File: src/rtl/dmem_pkg.sv
// Shared encodings for the data-memory access controller: funct3 codes,
// FSM state encoding and the data-path width.
package dmem_pkg;

    localparam int DATA_W = 32;

    localparam logic [2:0] F3_B  = 3'b000;
    localparam logic [2:0] F3_H  = 3'b001;
    localparam logic [2:0] F3_W  = 3'b010;
    localparam logic [2:0] F3_BU = 3'b100;
    localparam logic [2:0] F3_HU = 3'b101;

    typedef enum logic [2:0] {
        ST_IDLE    = 3'd0,
        ST_RD      = 3'd1,
        ST_RD_WAIT = 3'd2,
        ST_WR      = 3'd3,
        ST_RESP    = 3'd4
    } dmem_state_e;

    // Stores have no unsigned forms, so bu/hu are only legal for loads.
    function automatic logic f3_legal(input logic [2:0] f3, input logic is_store);
        logic ok;
        ok = (f3 == F3_B) || (f3 == F3_H) || (f3 == F3_W);
        if (!is_store) begin
            ok = ok || (f3 == F3_BU) || (f3 == F3_HU);
        end
        return ok;
    endfunction

endpackage

File: src/rtl/dmem_lane_align.sv
// Little-endian lane steering: load-side extract/extend and store-side
// byte/half merge into a full memory word. Purely combinational.
module dmem_lane_align
    import dmem_pkg::*;
(
    input  logic [2:0]        funct3,
    input  logic [1:0]        lane,
    input  logic [DATA_W-1:0] word,
    input  logic [DATA_W-1:0] wdata,
    output logic [DATA_W-1:0] load_data,
    output logic [DATA_W-1:0] store_word
);

    logic [7:0]  byte_sel;
    logic [15:0] half_sel;

    always_comb begin
        byte_sel = word[{lane, 3'b000} +: 8];
        half_sel = word[{lane[1], 4'b0000} +: 16];

        load_data = word;
        case (funct3)
            F3_B:    load_data = {{24{byte_sel[7]}}, byte_sel};
            F3_BU:   load_data = {24'd0, byte_sel};
            F3_H:    load_data = {{16{half_sel[15]}}, half_sel};
            F3_HU:   load_data = {16'd0, half_sel};
            default: load_data = word;
        endcase
    end

    always_comb begin
        store_word = word;
        case (funct3)
            F3_B:    store_word[{lane, 3'b000} +: 8]    = wdata[7:0];
            F3_H:    store_word[{lane[1], 4'b0000} +: 16] = wdata[15:0];
            default: store_word = wdata;
        endcase
    end

endmodule

File: src/rtl/dmem_access_ctrl.sv
// CPU-side load/store controller for a word-only synchronous DMem: sub-word
// loads are extended, sb/sh go through read-modify-write, bad requests never touch memory.
module dmem_access_ctrl
    import dmem_pkg::*;
#(
    parameter int          ADDR_W      = 14,
    parameter int unsigned CHECK_RANGE = 1
) (
    input  logic              clk,
    input  logic              rst_n,
    input  logic              req_valid,
    output logic              req_ready,
    input  logic              req_we,
    input  logic [2:0]        req_funct3,
    input  logic [31:0]       req_addr,
    input  logic [31:0]       req_wdata,
    output logic              resp_valid,
    output logic              resp_err,
    output logic [31:0]       resp_rdata,
    output logic              mem_read,
    output logic              mem_write,
    output logic [31:0]       mem_addr,
    output logic [31:0]       mem_wdata,
    input  logic [31:0]       mem_rdata
);

    dmem_state_e         state_q, state_d;
    logic [ADDR_W+1:0]   addr_q, addr_d;
    logic [2:0]          f3_q, f3_d;
    logic                we_q, we_d;
    logic [DATA_W-1:0]   sdata_q, sdata_d;
    logic [DATA_W-1:0]   word_q, word_d;
    logic [DATA_W-1:0]   rdata_q, rdata_d;
    logic                err_q, err_d;

    logic                misaligned;
    logic                out_of_range;
    logic                req_bad;
    logic [DATA_W-1:0]   load_data;
    logic [DATA_W-1:0]   store_word;

    dmem_lane_align u_align (
        .funct3     (f3_q),
        .lane       (addr_q[1:0]),
        .word       (mem_rdata),
        .wdata      (sdata_q),
        .load_data  (load_data),
        .store_word (store_word)
    );

    always_comb begin
        misaligned   = (((req_funct3 == F3_H) || (req_funct3 == F3_HU)) && req_addr[0])
                     || ((req_funct3 == F3_W) && (req_addr[1:0] != 2'b00));
        out_of_range = (CHECK_RANGE != 0) && ((req_addr >> (ADDR_W + 2)) != 32'd0);
        req_bad      = misaligned || out_of_range || !f3_legal(req_funct3, req_we);
    end

    always_comb begin
        state_d = state_q;
        addr_d  = addr_q;
        f3_d    = f3_q;
        we_d    = we_q;
        sdata_d = sdata_q;
        word_d  = word_q;
        rdata_d = rdata_q;
        err_d   = err_q;

        case (state_q)
            ST_IDLE: begin
                if (req_valid) begin
                    addr_d  = req_addr[ADDR_W+1:0];
                    f3_d    = req_funct3;
                    we_d    = req_we;
                    sdata_d = req_wdata;
                    err_d   = req_bad;
                    if (req_bad) begin
                        rdata_d = '0;
                        state_d = ST_RESP;
                    end else if (req_we && (req_funct3 == F3_W)) begin
                        word_d  = req_wdata;
                        state_d = ST_WR;
                    end else begin
                        state_d = ST_RD;
                    end
                end
            end
            ST_RD: state_d = ST_RD_WAIT;
            ST_RD_WAIT: begin
                // mem_rdata is the word addressed during ST_RD
                if (we_q) begin
                    word_d  = store_word;
                    state_d = ST_WR;
                end else begin
                    rdata_d = load_data;
                    state_d = ST_RESP;
                end
            end
            ST_WR: begin
                rdata_d = '0;
                state_d = ST_RESP;
            end
            ST_RESP: state_d = ST_IDLE;
            default: state_d = ST_IDLE;
        endcase
    end

    always_ff @(posedge clk or negedge rst_n) begin
        if (!rst_n) begin
            state_q <= ST_IDLE;
            addr_q  <= '0;
            f3_q    <= '0;
            we_q    <= 1'b0;
            sdata_q <= '0;
            word_q  <= '0;
            rdata_q <= '0;
            err_q   <= 1'b0;
        end else begin
            state_q <= state_d;
            addr_q  <= addr_d;
            f3_q    <= f3_d;
            we_q    <= we_d;
            sdata_q <= sdata_d;
            word_q  <= word_d;
            rdata_q <= rdata_d;
            err_q   <= err_d;
        end
    end

    // ready is gated by rst_n so every output reads 0 while reset is held
    assign req_ready  = rst_n && (state_q == ST_IDLE);
    assign resp_valid = (state_q == ST_RESP);
    assign resp_err   = err_q && (state_q == ST_RESP);
    assign resp_rdata = rdata_q;
    assign mem_read   = (state_q == ST_RD);
    assign mem_write  = (state_q == ST_WR);
    assign mem_addr   = 32'(addr_q[ADDR_W+1:2]);
    assign mem_wdata  = word_q;

endmodule
File: config.mk
export PLATFORM = sky130hd
export DESIGN_NAME = dmem_access_ctrl
export DESIGN_NICKNAME = d
export VERILOG_FILES = /design/src/rtl/dmem_pkg.sv /design/src/rtl/dmem_lane_align.sv /design/src/rtl/dmem_access_ctrl.sv
export SDC_FILE = /design/constraint.sdc
export NUM_CORES = 1
export LEC_CHECK = 0
export CORE_MARGIN = 1
export CORE_UTILIZATION = 45
export CTS_BUF_LIST = sky130_fd_sc_hd__clkbuf_8
export DETAILED_ROUTE_END_ITERATION = 7
export PLACE_DENSITY = 0.79
export SETUP_SLACK_MARGIN = 0.15
export SYNTH_ARGS = -nofsm -noshare
export SYNTH_HDL_FRONTEND = slang
export SYNTH_SLANG_ARGS = --single-unit
File: constraint.sdc
create_clock -name clk -period 2.42 [get_ports clk]
set_clock_uncertainty 0.05 [all_clocks]
set_input_delay 0.484 -clock clk [delete_from_list [all_inputs] [get_ports clk]]
set_output_delay 0.484 -clock clk [all_outputs]
set_load 0.05 [all_outputs]
==> results.md <==
- Status: complete, no violations
- Num CTS Buffers: 17
- I/O pin cnt: ~200
- Startpoint types: flip-flop
- DRC viols: 0
- Crit-path slowest cell: dfrtp_1
- Slew Limit Headroom: 46.9%
- Proportion of layout cells with a drive suffix above 1: 23.8%
- GRT Residual Overflow: 0
- Clk sinks: 120
- Footprint of the multi-input gates: 0.00360 mm^2
- Final min period: 2.21 ns
- Hpwl dp: 14,400 um
- Syn Area/Cell: ~11 um^2
- Crit path max fanout: 8
- Setup TNS: 0 ns
- Routability congestion estimate: 0.865
- Top Family by Delay on Critical Path: simple AND/OR/NAND/NOR gates
- Post-layout total power: 5.75 mW
- Global-route wire length before repair: 32,000 um
- Post-Layout Cell Count: 1,064
- Crit-path cells: inv_4 -> ha_4 -> nor4bb_1 -> a22o_2 -> a221oi_1 -> nor3_1 -> mux2_2
- Maximum VDD drop: 503 uV
- Critical path capture point type: flip-flop
- Layout net count: ~950
- Register area: 0.00300 mm^2
- WL final: slightly above 20,000 um
- Initial Utilization: 46.3%
- Number of max-slew violations in the final report: 0
- Fmax: 453 MHz
- Setup Crit Path Kind: flip-flop to flip-flop
- Die Y: 127 um
- Post-route ant nets: 0
- Die extent in x: 127 um
- Hold Buf Count CTS: 0
- Synth warn: 0
- Commonest non-fill, non-tap cell in the layout: clkdlybuf4s50_1
- Worst-margin pin slew: a little under 0.8 ns
- Post-synthesis sequential area ratio: 42.5%
- Port-buffer cells: around 190
- Worst setup margin: 0.213 ns
- Initial DRT Pass Iterations: 5
- Leakage: 4.23 nW
- Clock Path Buffers: 2
- CTS tree: done
- Yosys top cell area share: 42.5%
- Synth area leader: dfrtp_1
- Netlist cell types: 53
- RSZ-0062 raised after global routing: yes
- Largest net degree at the start of global routing: 121
- Crit path DAT: 2.54 ns
- MaxCap Viol Count: 0
- EDFF count, synth: 0
- DR vias: 5,857
- Mean routed wirelength per cell: 19.0 um
- CP bufs+invs: 1
- Final Cycle Share: 91.2%
- Worst path required time: around 2.8 ns
- CTS H-tree lvls: 4
- Worst-path clk slew: 0.07 ns
- Synth area leaders: dfrtp_1, mux2_2, mux2i_1
- Placed Cells: 1,030
- Vias/cell: 5.50
- # fillers: about 1,200
- Layout area overhead: 36.8%
- Final setup fails: 0
- Ys flop type: dfrtp_1
- Clk root buf: clkbuf_8
- Mapped cell area: 0.00707 mm^2
- Initial DRC count: 431
- HP Class: input port to async pin
- FP Rows: 45
- Mapped Cells: 661
- Initial antenna violation count: 1
- Slowest Stage Delay on Critical Path: roughly 0.47 ns
- Worst skew pair latency: approximately 0.44 ns
- Dpl ws: -0.165 ns
- Global-route usage over all layers: 26.0%
- Ys async rst share: between 90% and 100%
- Final hold vios: 0
- Core Region: approximately 0.015 mm^2
- Synthesized flop and latch total: 120
- PD cells: 595 mW/mm^2
- Most frequent cells in the layout: clkdlybuf4s50_1, dfrtp_1, mux2_2
- Die ar.: 0.0162 mm^2
- Vias in the first global route: 5,832
-- kinds of logic (layout without fill, tap and decap cells) --
kind of cell / after synthesis / in the layout / synth area share [%]
muxes: 133 / 133 / 21.0
AOI/OAI and AO/OA: 133 / 133 / 14.2
DFF: 120 / 120 / 42.5
other: 1 / 19 / 0.0530
and+or+nand+nor: 162 / 162 / 12.8
adders and majority gates: 5 / 5 / 0.885
buffers and inverters: 107 / 281 / 8.62
-- registers in the layout, indices dropped and copies added, names as in the netlist --
signal,cells
addr_q,16
err_q,1
f3_q,3
mem_wdata,32
resp_rdata,32
sdata_q,32
state_q,3
we_q,1
-- repair_timing --
action / in CTS / in global routing
endpoints found under the setup margin: 15 / 21
resized for setup: 3 / 10
setup buffers: 1 / 0
hold endpoints to repair: 0 / 0
pin swaps: 1 / 0
gates cloned: 0 / 0
-- final timing paths --
kind | from | to | slack, ns | cells past startpoint
setup / recovery | addr_q[1] | mem_wdata[16] | 0.21 | 7
hold / removal | rst_n | mem_wdata[3] | 0.05 | 2
min in group clk | sdata_q[25] | sdata_q[25] | 0.46 | 1
hold reg to reg | sdata_q[25] | sdata_q[25] | 0.46 | 1
max in group asynchronous | rst_n | mem_wdata[28] | 1.67 | 2
setup reg to reg | addr_q[1] | mem_wdata[16] | 0.21 | 7
-- cell type report --
| cell class | count | share of cell area [%] |
|---|---|---|
| multi-input cells | 451 | 37.2 |
| diodes | 1 | 0.0259 |
| flip-flops and latches | 120 | 31.1 |
| repair buffers | 222 | 23.1 |
| well taps | 211 | 2.73 |
| clock inverters | 11 | 1.82 |
| clock buffers | 21 | 2.99 |
| inverters | 27 | 1.07 |
-- Yosys cell counts, drive strengths merged, types with 3 or more instances --
cell     number
or3           7
and2          3
o2bb2ai       8
nand2b       12
clkbuf       21
a221oi       25
dfrtp       120
and3          9
nand2        18
mux2        106
o311a         7
buf          59
nor3         22
ha            5
o22a          6
a211oi        8
nor2         37
a311oi        7
o221ai        9
nor3b         5
nor2b        33
a21oi        36
mux2i        26
nor4          4
inv          27
nor4bb        3
o21ai        17
-- metrics by stage --
step	util, %	hold slack, ns	cell area, um^2
final	63.4	0.0536	9670
after global routing	63.4	0.137	9670
after CTS	63.1	0.139	9630
after detailed placement	59.9	0.442	9150
after global placement	59.9	0.432	9150
after floorplan	-	0.138	7200
-- power breakdown --
group / internal [mW] / total, mW / switching [mW]
combinational: 0.600 / 1.35 / 0.748
clock: 1.32 / 2.13 / 0.811
sequential: 2.14 / 2.27 / 0.138
total: 4.06 / 5.75 / 1.70
-- layer usage --
layer / vias to the layer above / track usage, % / wire length [um]
met3: 40 / 6.16 / 1310
met1: 2865 / 34.5 / 8810
li1: 2733 / - / -
met2: 219 / 40.8 / 9470
met4: 0 / 11.1 / 582
met5: - / 0 / 0
Note: power is estimated with default switching activity, not from simulation.
